`config.mk`:
```
export PLATFORM = sky130hd
export DESIGN_NAME = cordic_req_arbiter
export DESIGN_NICKNAME = d
export VERILOG_FILES = /design/src/rtl/cordic_pkg.sv /design/src/rtl/cordic_id_fifo.sv /design/src/rtl/cordic_req_arbiter.sv
export SDC_FILE = /design/constraint.sdc
export NUM_CORES = 1
export LEC_CHECK = 0
export CAP_MARGIN = 15
export CORE_AREA = 2 2 199 201
export DETAILED_ROUTE_END_ITERATION = 12
export DIE_AREA = 0 0 201 203
export PLACE_DENSITY = 0.4
export SLEW_MARGIN = 20
export SYNTH_ARGS = -nofsm -noshare
export SYNTH_HDL_FRONTEND = slang
export SYNTH_HIERARCHICAL = 1
export SYNTH_SLANG_ARGS = --single-unit
```
`constraint.sdc`:
```
create_clock -name clk -period 6.2 [get_ports clk]
set_clock_uncertainty 0.2 [all_clocks]
set_input_delay 1.55 -clock clk [delete_from_list [all_inputs] [get_ports clk]]
set_output_delay 1.55 -clock clk [all_outputs]
set_load 0.01 [all_outputs]
```
`src/rtl/cordic_pkg.sv`:
```
// Shared types for the CORDIC request arbiter: ID width helper and arbiter FSM states.
package cordic_pkg;

   function automatic int id_width(input int n);
      return (n > 1) ? $clog2(n) : 1;
   endfunction

   localparam int N_REQ_DEFAULT = 4;
   localparam int ID_W          = id_width(N_REQ_DEFAULT);

   typedef enum logic {
      IDLE   = 1'b0,
      LOCKED = 1'b1
   } arb_state_e;

endpackage

```
`src/rtl/cordic_id_fifo.sv`:
```
// In-order FIFO of requester IDs for transactions currently inside the core.
module cordic_id_fifo #(
   parameter int WIDTH = 2,
   parameter int DEPTH = 8
) (
   input  logic                       clk,
   input  logic                       rst_n,
   input  logic                       push_i,
   input  logic [WIDTH-1:0]           data_i,
   input  logic                       pop_i,
   output logic                       full_o,
   output logic                       empty_o,
   output logic [$clog2(DEPTH+1)-1:0] count_o,
   output logic [WIDTH-1:0]           head_o
);
   localparam int PW = (DEPTH > 1) ? $clog2(DEPTH) : 1;
   localparam int CW = $clog2(DEPTH+1);

   logic [WIDTH-1:0] mem_q [DEPTH];
   logic [PW-1:0]    wr_q, wr_d, rd_q, rd_d;
   logic [CW-1:0]    cnt_q, cnt_d;
   logic             do_push, do_pop;

   assign full_o  = (cnt_q == CW'(DEPTH));
   assign empty_o = (cnt_q == '0);
   assign count_o = cnt_q;
   assign head_o  = mem_q[rd_q];
   assign do_push = push_i && !full_o;
   assign do_pop  = pop_i && !empty_o;

   // Pointers wrap naturally because DEPTH is a power of two.
   always_comb begin
      wr_d  = do_push ? wr_q + PW'(1) : wr_q;
      rd_d  = do_pop  ? rd_q + PW'(1) : rd_q;
      cnt_d = cnt_q;
      case ({do_push, do_pop})
         2'b10:   cnt_d = cnt_q + CW'(1);
         2'b01:   cnt_d = cnt_q - CW'(1);
         default: cnt_d = cnt_q;
      endcase
   end

   always_ff @(posedge clk or negedge rst_n) begin
      if (!rst_n) begin
         wr_q  <= '0;
         rd_q  <= '0;
         cnt_q <= '0;
      end else begin
         wr_q  <= wr_d;
         rd_q  <= rd_d;
         cnt_q <= cnt_d;
      end
   end

   always_ff @(posedge clk) begin
      if (do_push) mem_q[wr_q] <= data_i;
   end

endmodule

```
`src/rtl/cordic_req_arbiter.sv`:
```
// Round-robin sharing of one CORDIC core among N_REQ requesters; results are
// routed back in order using an ID FIFO of accepted grants.
module cordic_req_arbiter
   import cordic_pkg::*;
#(
   parameter int N_REQ   = 4,
   parameter int XY_W    = 16,
   parameter int ANGLE_W = 32,
   parameter int MAX_OUT = 8
) (
   input  logic                         clk,
   input  logic                         rst_n,
   input  logic [N_REQ-1:0]             req_valid,
   output logic [N_REQ-1:0]             req_ready,
   input  logic [N_REQ*XY_W-1:0]        req_x,
   input  logic [N_REQ*XY_W-1:0]        req_y,
   input  logic [N_REQ*ANGLE_W-1:0]     req_z,
   output logic                         core_in_valid,
   input  logic                         core_in_ready,
   output logic [XY_W-1:0]              core_x,
   output logic [XY_W-1:0]              core_y,
   output logic [ANGLE_W-1:0]           core_z,
   input  logic                         core_out_valid,
   output logic                         core_out_ready,
   input  logic [XY_W-1:0]              core_cos,
   input  logic [XY_W-1:0]              core_sin,
   input  logic [XY_W-1:0]              core_mag,
   input  logic [ANGLE_W-1:0]           core_theta,
   output logic [N_REQ-1:0]             rsp_valid,
   input  logic [N_REQ-1:0]             rsp_ready,
   output logic [XY_W-1:0]              rsp_cos,
   output logic [XY_W-1:0]              rsp_sin,
   output logic [XY_W-1:0]              rsp_mag,
   output logic [ANGLE_W-1:0]           rsp_theta,
   output logic [$clog2(MAX_OUT+1)-1:0] outstanding,
   output logic                         err_orphan
);
   localparam int IW = id_width(N_REQ);
   typedef logic [IW-1:0] id_t;

   arb_state_e state_q, state_d;
   id_t        rr_ptr_q, rr_ptr_d, lock_q, lock_d, grant, head;
   logic       err_q, err_d;
   logic       fifo_full, fifo_empty, accept, pop;

   // Scan downward so the nearest valid requester after rr_ptr is the last write.
   always_comb begin
      grant = lock_q;
      if (state_q == IDLE) begin
         grant = rr_ptr_q;
         for (int k = N_REQ; k >= 1; k--) begin
            if (req_valid[(int'(rr_ptr_q) + k) % N_REQ])
               grant = id_t'((int'(rr_ptr_q) + k) % N_REQ);
         end
      end
   end

   // Full is judged on registered occupancy, so a same-cycle pop cannot free a slot.
   assign core_in_valid = rst_n && (|req_valid) && !fifo_full;
   assign accept        = core_in_valid && core_in_ready;

   assign core_x = req_x[int'(grant)*XY_W +: XY_W];
   assign core_y = req_y[int'(grant)*XY_W +: XY_W];
   assign core_z = req_z[int'(grant)*ANGLE_W +: ANGLE_W];

   assign core_out_ready = rst_n && (fifo_empty || rsp_ready[head]);
   assign pop            = core_out_valid && core_out_ready && !fifo_empty;

   always_comb begin
      for (int i = 0; i < N_REQ; i++) begin
         req_ready[i] = accept && (grant == id_t'(i));
         rsp_valid[i] = rst_n && core_out_valid && !fifo_empty && (head == id_t'(i));
      end
   end

   assign rsp_cos    = core_cos;
   assign rsp_sin    = core_sin;
   assign rsp_mag    = core_mag;
   assign rsp_theta  = core_theta;
   assign err_orphan = err_q;

   always_comb begin
      state_d  = state_q;
      lock_d   = lock_q;
      rr_ptr_d = rr_ptr_q;
      err_d    = err_q;
      case (state_q)
         IDLE: begin
            if (core_in_valid && !core_in_ready) begin
               state_d = LOCKED;
               lock_d  = grant;
            end
         end
         LOCKED: begin
            if (accept) state_d = IDLE;
         end
         default: state_d = IDLE;
      endcase
      if (accept) rr_ptr_d = grant;
      if (core_out_valid && fifo_empty) err_d = 1'b1;
   end

   always_ff @(posedge clk or negedge rst_n) begin
      if (!rst_n) begin
         state_q  <= IDLE;
         lock_q   <= '0;
         rr_ptr_q <= id_t'(N_REQ - 1);
         err_q    <= 1'b0;
      end else begin
         state_q  <= state_d;
         lock_q   <= lock_d;
         rr_ptr_q <= rr_ptr_d;
         err_q    <= err_d;
      end
   end

   cordic_id_fifo #(
      .WIDTH (IW),
      .DEPTH (MAX_OUT)
   ) u_id_fifo (
      .clk     (clk),
      .rst_n   (rst_n),
      .push_i  (accept),
      .data_i  (grant),
      .pop_i   (pop),
      .full_o  (fifo_full),
      .empty_o (fifo_empty),
      .count_o (outstanding),
      .head_o  (head)
   );

endmodule

```
==> run summary <==
### STA
- Fin. Hold Viols: 0
- final-report max-slew violation count: 0
- worst relative slew slack: 54.22%
- total negative slack for setup checks: 0 ns
- fin crit period: 5.942 ns
- Max Freq: 168.3 MHz
- period utilisation layout: 95.83%
- Final Worst Setup Slack: 0.2585 ns
- transition at the pin with the smallest max-transition slack: 0.6805 ns
- unrepaired setup endpoints after global routing: false
- total setup violations reported at the end of the flow: 0

### Placed design
- HPWL after DPL: 17280 um
- IO Port Bufs: 346
- placed cells: 1217
- routability-driven placement congestion ratio: 0.7818
- Setup WS pre-CTS: 0.2267 ns

### Global routing
- largest net degree at the start of global routing: 34
- overall track demand over capacity in global routing: 9.348%
- antenna violations before repair: 2
- global-route wire length before repair: 28950 um
- via count of the first global-routing pass: 4670
- GRT Residual Overflow: 0

### Synth
- fraction of registers with async set or reset after synthesis: 50.00%
- cell count after synthesis: 443
- Synth Cell Area: 4603 sq um
- sequential-to-total area share from yosys stat: 19.19%
- warnings from Yosys: 6
- Yosys reg bits: 32
- net count of the mapped netlist: 797
- number of library cell types mapped by synthesis: 48
- top_reg_cell synth: sky130_fd_sc_hd__edfxtp_1
- average instance area after synthesis: 10.39 sq um
- number of flops mapped to enable cells by yosys: 16

### Run
- Maximum Capacitance Violations: 0

### Floorplan
- die span in y: 203 um
- num ports: 507
- die outline area: 40800 sq um
- Initial Utilization: 11.97%
- floorplan die width: 201 um
- number of core rows: 72
- placeable core area: 38470 sq um

### Clock tree
- cts hold-fix bufs: 0
- clock tree buffer depth: 2
- number of levels in the clock H-tree: 2
- Clock Root Buffer: sky130_fd_sc_hd__clkbuf_16
- latest clock arrival within the worst-skew pair: 0.28 ns
- total number of clock tree sinks: 32
- clock buffers created by TritonCTS: 5
- clock tree from TritonCTS: yes
- number of buffers added for setup after CTS: 0
- number of gates resized after CTS: 0
- clock slew at the register clock pins of the worst setup and hold paths: 0.05 ns

### Layout
- Area growth syn-to-layout: 76.87%
- share of cells above drive strength 1: 6.082%
- number of inserted filler cells in the final layout: 4268
- number of standard cells in the layout, taps in and fillers out: 1227
- Nets: 1060

### Drt
- average vias per placed instance: 3.469
- detailed-route via count: 4257
- wirelength, routed: 20250 um
- iteration count of the initial detailed-routing pass: 4
- post-route DRC violation count: 0
- number of nets with antenna violations after detailed routing: 0
- per-cell routed wire length: 16.51 um
- drt initial violations: 134

### Setup path
- flop-to-flop setup slack: 2.04 ns
- endpoint class of the critical path: primary output
- biggest fanout along the worst timing path: 28
- Critical Path AT: 4.19 ns
- Startpoint Class: input port
- critical path class: in2out
- Req. time, crit path: 4.45 ns

### Power and ir drop
- pwr dens: 365.5 nW/um^2
- leakage dissipation: 0.003233 uW
- maximum ir drop on the vdd rail: 143.9 uV

### Hold path
- Hold Path Class: reg2reg

### Status
- run status: finished clean

-- cells by family after synthesis --
group	synth area share, %
flip-flops	19.19
XOR/XNOR	1.142
buffers and inverters	21.39
adder cells (fa/ha/maj)	1.794
AND/OR/NAND/NOR	7.122
AO/OA/AOI/OAI	3.507
multiplexers	45.85
-- through the flow --
step                      utilization, %  power, uW  area, sq um  hold slack (ns)
after floorplan                        -       1883         4603           0.2676
after global placement             20.73       2768         7974           0.2408
after detailed placement           20.73       2744         7974           0.2479
after CTS                          21.15       3035         8137           0.2600
after global routing               21.17       3185         8142           0.3049
final                              21.17       2975         8142           0.2599
-- layout by cell type (no fill, tap or decap), drive strengths merged, types with 3 or more instances in the layout --
| cell type | n |
|---|---|
| nor3b | 6 |
| mux4 | 5 |
| xnor2 | 5 |
| inv | 13 |
| a21oi | 4 |
| mux2 | 5 |
| nor4 | 3 |
| o21ai | 3 |
| nor3 | 5 |
| buf | 15 |
| nand3 | 5 |
| clkbuf | 5 |
| clkdlybuf4s50 | 346 |
| ha | 5 |
| edfxtp | 16 |
| nand2 | 13 |
| nand2b | 5 |
| nor2 | 13 |
| mux2i | 194 |
| dfrtp | 14 |
-- final cells by class --
cell class | instances | area (sq um) | area share, %
antenna | 2 | 5.005 | 0.06147
clock buffer | 5 | 125.1 | 1.537
clock inverter | 3 | 37.54 | 0.4610
inverter | 13 | 48.80 | 0.5994
multi-input combinational | 293 | 2743 | 33.69
sequential | 32 | 883.3 | 10.85
tap | 518 | 648.1 | 7.961
timing repair buffer | 361 | 3651 | 44.84
-- registers in the layout, summed over array words and instances, names as in the netlist, named ones only --
signal and cells:
err_orphan 1, lock_q 2, rr_ptr_q 2, u_id_fifo/count_o 4, u_id_fifo/mem_q 16, u_id_fifo/rd_q 3, u_id_fifo/wr_q 3
-- layer usage --
layer	GRT usage (%)	up-vias	share of wire, %
li1	-	2054	-
met1	9.649	1931	36
met2	16.61	261	51
met3	5.185	11	12
met4	1.931	0	1.0
met5	0	-	0
-- path summary, 6_finish.rpt --
kind                              startpoint                    to  cells after the start
setup reg to reg           u_id_fifo/rd_q[0]  u_id_fifo/count_o[3]                     11
min in group asynchronous              rst_n  u_id_fifo/count_o[3]                      2
max in group asynchronous              rst_n           rr_ptr_q[0]                      2
hold reg to reg                   err_orphan            err_orphan                      1
setup / recovery                req_valid[2]             core_z[1]                      9
hold / removal                    err_orphan            err_orphan                      1
-- cell usage after synthesis, types with 2 or more instances --
library cell	count	area [sq um]
sky130_fd_sc_hd__a2111o_1	2	22.52
sky130_fd_sc_hd__a21o_1	2	15.01
sky130_fd_sc_hd__a21oi_1	4	20.02
sky130_fd_sc_hd__buf_12	9	180.2
sky130_fd_sc_hd__buf_2	7	35.03
sky130_fd_sc_hd__buf_4	84	630.6
sky130_fd_sc_hd__bufbuf_8	4	75.07
sky130_fd_sc_hd__dfrtp_1	14	350.3
sky130_fd_sc_hd__dfstp_2	2	52.55
sky130_fd_sc_hd__edfxtp_1	16	480.5
sky130_fd_sc_hd__ha_1	5	62.56
sky130_fd_sc_hd__inv_1	11	41.29
sky130_fd_sc_hd__inv_2	2	7.510
sky130_fd_sc_hd__mux2_2	4	45.04
sky130_fd_sc_hd__mux2i_1	194	1942
sky130_fd_sc_hd__mux4_2	5	112.6
sky130_fd_sc_hd__nand2_1	12	45.04
sky130_fd_sc_hd__nand2b_1	5	31.28
sky130_fd_sc_hd__nand3_1	5	25.02
sky130_fd_sc_hd__nor2_1	13	48.80
sky130_fd_sc_hd__nor3_1	3	15.01
sky130_fd_sc_hd__nor3_2	2	20.02
sky130_fd_sc_hd__nor3b_1	6	45.04
sky130_fd_sc_hd__nor4_1	3	18.77
sky130_fd_sc_hd__o21ai_1	2	10.01
sky130_fd_sc_hd__xnor2_1	5	43.79
-- critical path, cell delays in order --
cell	delay (ns)
sky130_fd_sc_hd__clkdlybuf4s50_1	0.52
sky130_fd_sc_hd__nand2b_1	0.12
sky130_fd_sc_hd__a21oi_1	0.10
sky130_fd_sc_hd__o41ai_4	0.48
sky130_fd_sc_hd__buf_12	0.27
sky130_fd_sc_hd__buf_12	0.25
sky130_fd_sc_hd__mux2i_1	0.26
sky130_fd_sc_hd__mux2i_1	0.11
sky130_fd_sc_hd__clkdlybuf4s50_1	0.50
-- where the power goes --
group	leakage, uW	switching, uW	internal [uW]	total, uW
Combinational	0.00283	1010	1290	2310
Clock	0.0000789	87.4	186	274
Sequential	0.000328	88.5	306	394
Total	0.00323	1190	1790	2980
Note: power is estimated with default switching activity, not from simulation.
==> edit: new RTL, same settings <==
Register the output `err_orphan` once more, without a reset; this adds one clock of latency there. The other outputs are not delayed to match.
--- a/src/rtl/cordic_req_arbiter.sv
+++ b/src/rtl/cordic_req_arbiter.sv
@@ -78,5 +78,7 @@
    assign rsp_mag    = core_mag;
    assign rsp_theta  = core_theta;
-   assign err_orphan = err_q;
+   always_ff @(posedge clk) begin
+      err_orphan <= err_q;
+   end
 
    always_comb begin
Function: not settled (the Yosys comparison gave no result); the edit may change what the design does.
==> edit against the unedited design <==
Synthesized area increased by 0.43%. Wire length decreased by 1.7%. Sequential power increased by 2%. Global-route usage about the same. Final area increased by 0.14%. Worst setup slack improved by 0.065 ns. Clock power increased by 2%. Sequential cell count increased by 1. Total power decreased by 0.35%. Largest cell class unchanged.
==> edit: results (changes against the unedited design) <==
CTS
  – Skew-Pair Late Insertion Delay: 0.27 ns
  – Number of buffers created by CTS: 5 (unchanged)
  – # resized after CTS: 0 (unchanged)
  – Postcts setup bufs: 0 (unchanged)
  – H-tree depth: 2 (unchanged)
  – CTS max path bufs: 2 (unchanged)
  – Clk slew on worst S/H paths: ~0.06 ns
  – CTS root buf: clkbuf_16
  – Hold_buf cts: 0 (unchanged)

STA
  – Minimum clock period: 5.88 ns (-0.0647 ns)
  – Measured slew at the worst slew-check pin: 0.711 ns (+0.0301 ns)

Finish
  – Layout cell share with drive strength beyond 1: 6.36% (+0.27 points)
  – Fillers: 4,239 (-0.68%)
  – Top reg by flops: u_id_fifo/mem_q
  – ANT cells: 0 (-2)
  – Fin nets: 1,061 (+0.094%)
  – Max FFs per register: 16 (unchanged)

Drt
  – Starting DRT DRC Count: 62 (-54%)
  – Drt first pass iters: 5 (+1)
  – Met3 routed WL: 2380 um (-0.83%)
  – WL met2: 10,500 um (+2.0%)
  – Final WL: 19,900 um (-1.7%)
  – WL met1: 7000 um (-5.0%)
  – Vias: 4,238 (-0.45%)
  – DR top layer: met5
  – WL/cell: 16.2 um (-1.6%)

Synthesis
  – Ys Warns: 6 (unchanged)
  – Ys async rst share: 48.5% (-1.5 points)
  – Register area share after synthesis: 19.5% (+0.35 points)
  – Top_reg_cell synth: edfxtp_1
  – Post-synth EDFFs: 16 (unchanged)
  – Avg Cell Area, Syn: 10.4 um^2 (+0.21%)
  – Syn nets: 798 (+0.13%)
  – Adder-cell share of the synthesized area: 1.79% (-0.0078 points)
  – Post-Synth XOR/XNOR Area: 1.14% (-0.0049 points)
  – Post-synthesis mux area share: 45.7% (-0.20 points)
  – Synth cell types: 49 (+2.1%)
  – Area contributors post-synth: mux2i_1, buf_4, edfxtp_1
  – Fraction of the mapped netlist area in compound gates: 3.49% (-0.015 points)
  – Post-synth top cells: mux2i_1, buf_4, edfxtp_1, dfrtp_1, nor2_1

Critical path
  – Worst R2R Start: u_id_fifo/rd_q[0]
  – Worst path arrival time: 4.13 ns (-0.06 ns)
  – Critical path startpoint: req_valid[2]
  – End of the critical path: core_x[3]
  – R2R depth: 11 (unchanged)
  – R2R Setup Slk: 2.00 ns (-0.04 ns)
  – Critical path fanouts, max: 22 (-21%)

Global routing
  – Initial antenna violation count: 1 (-1)
  – First-pass GRT wire length: 29,100 um (+0.36%)
  – Vias in the first global route: 4,690 (+0.43%)
  – Largest net degree at the start of global routing: 35 (+2.9%)
  – Gr usage total: 9.31% (-0.038 points)

Run status
  – Status: complete, no violations

Placement
  – Port bufs: 346 (unchanged)
  – Placed cell count: 1,218 (+0.082%)
  – Final Wtd Congestion: 0.789 (+0.87%)
  – Post-Place Worst Slack: 0.271 ns (+0.0447 ns)
  – Hpwl dp: 17,300 um (about the same)

Power
  – Peak VDD IR: 0.000135 V (-6.4%)
  – Leak pwr: 3.24 nW (+0.14%)
==> edit: layout make-up <==
type                       count  area share (%)
multi-input combinational    293            33.6
timing repair buffer         361            44.6
sequential                    33            11.1
clock buffer                   5            1.53
inverter                      13           0.599
clock inverter                 3           0.568
tap                          518            7.95
==> edit: worst min-delay path by stage <==
stage                     startpoint    endpoint  slack, ns  cells after the start
after floorplan                err_q  err_orphan       0.15                      0
after global placement         err_q  err_orphan       0.16                      0
after detailed placement       err_q  err_orphan       0.16                      0
after CTS                      err_q  err_orphan       0.17                      0
after global routing           err_q  err_orphan       0.17                      0
final                          err_q  err_orphan       0.17                      0
==> edit: through the flow <==
| stage | area [um^2] | utilization (%) |
|---|---|---|
| after floorplan | 4620 | - |
| after global placement | 7980 | 20.7 |
| after detailed placement | 7980 | 20.7 |
| after CTS | 8150 | 21.2 |
| after global routing | 8150 | 21.2 |
| final | 8150 | 21.2 |
==> edit: cell families after synthesis <==
logic type      Yosys count
mux                     204
xor+xnor                  6
compound gates           19
flops                    33
buf+inv                 118
simple gates             58
fa+ha+maj                 6
==> edit: per-layer routing <==
metal	GRT usage [%]	vias to the layer above
li1	-	2060
met1	9.57	1907
met2	17.3	265
met3	5.10	4
met4	0.608	2
met5	0	-
==> edit: critical path, cell delays in order <==
cell             delay [ns]
clkdlybuf4s50_1        0.52
nand2b_1               0.12
a21oi_1                0.10
o41ai_4                0.42
buf_12                 0.24
buf_4                  0.26
mux2i_1                0.30
mux2i_1                0.11
clkdlybuf4s50_1        0.48
==> edit: power breakdown <==
group	internal (mW)	switching, mW
sequential	0.314	0.0875
clock	0.190	0.0902
combinational	1.28	0.998
total	1.79	1.18
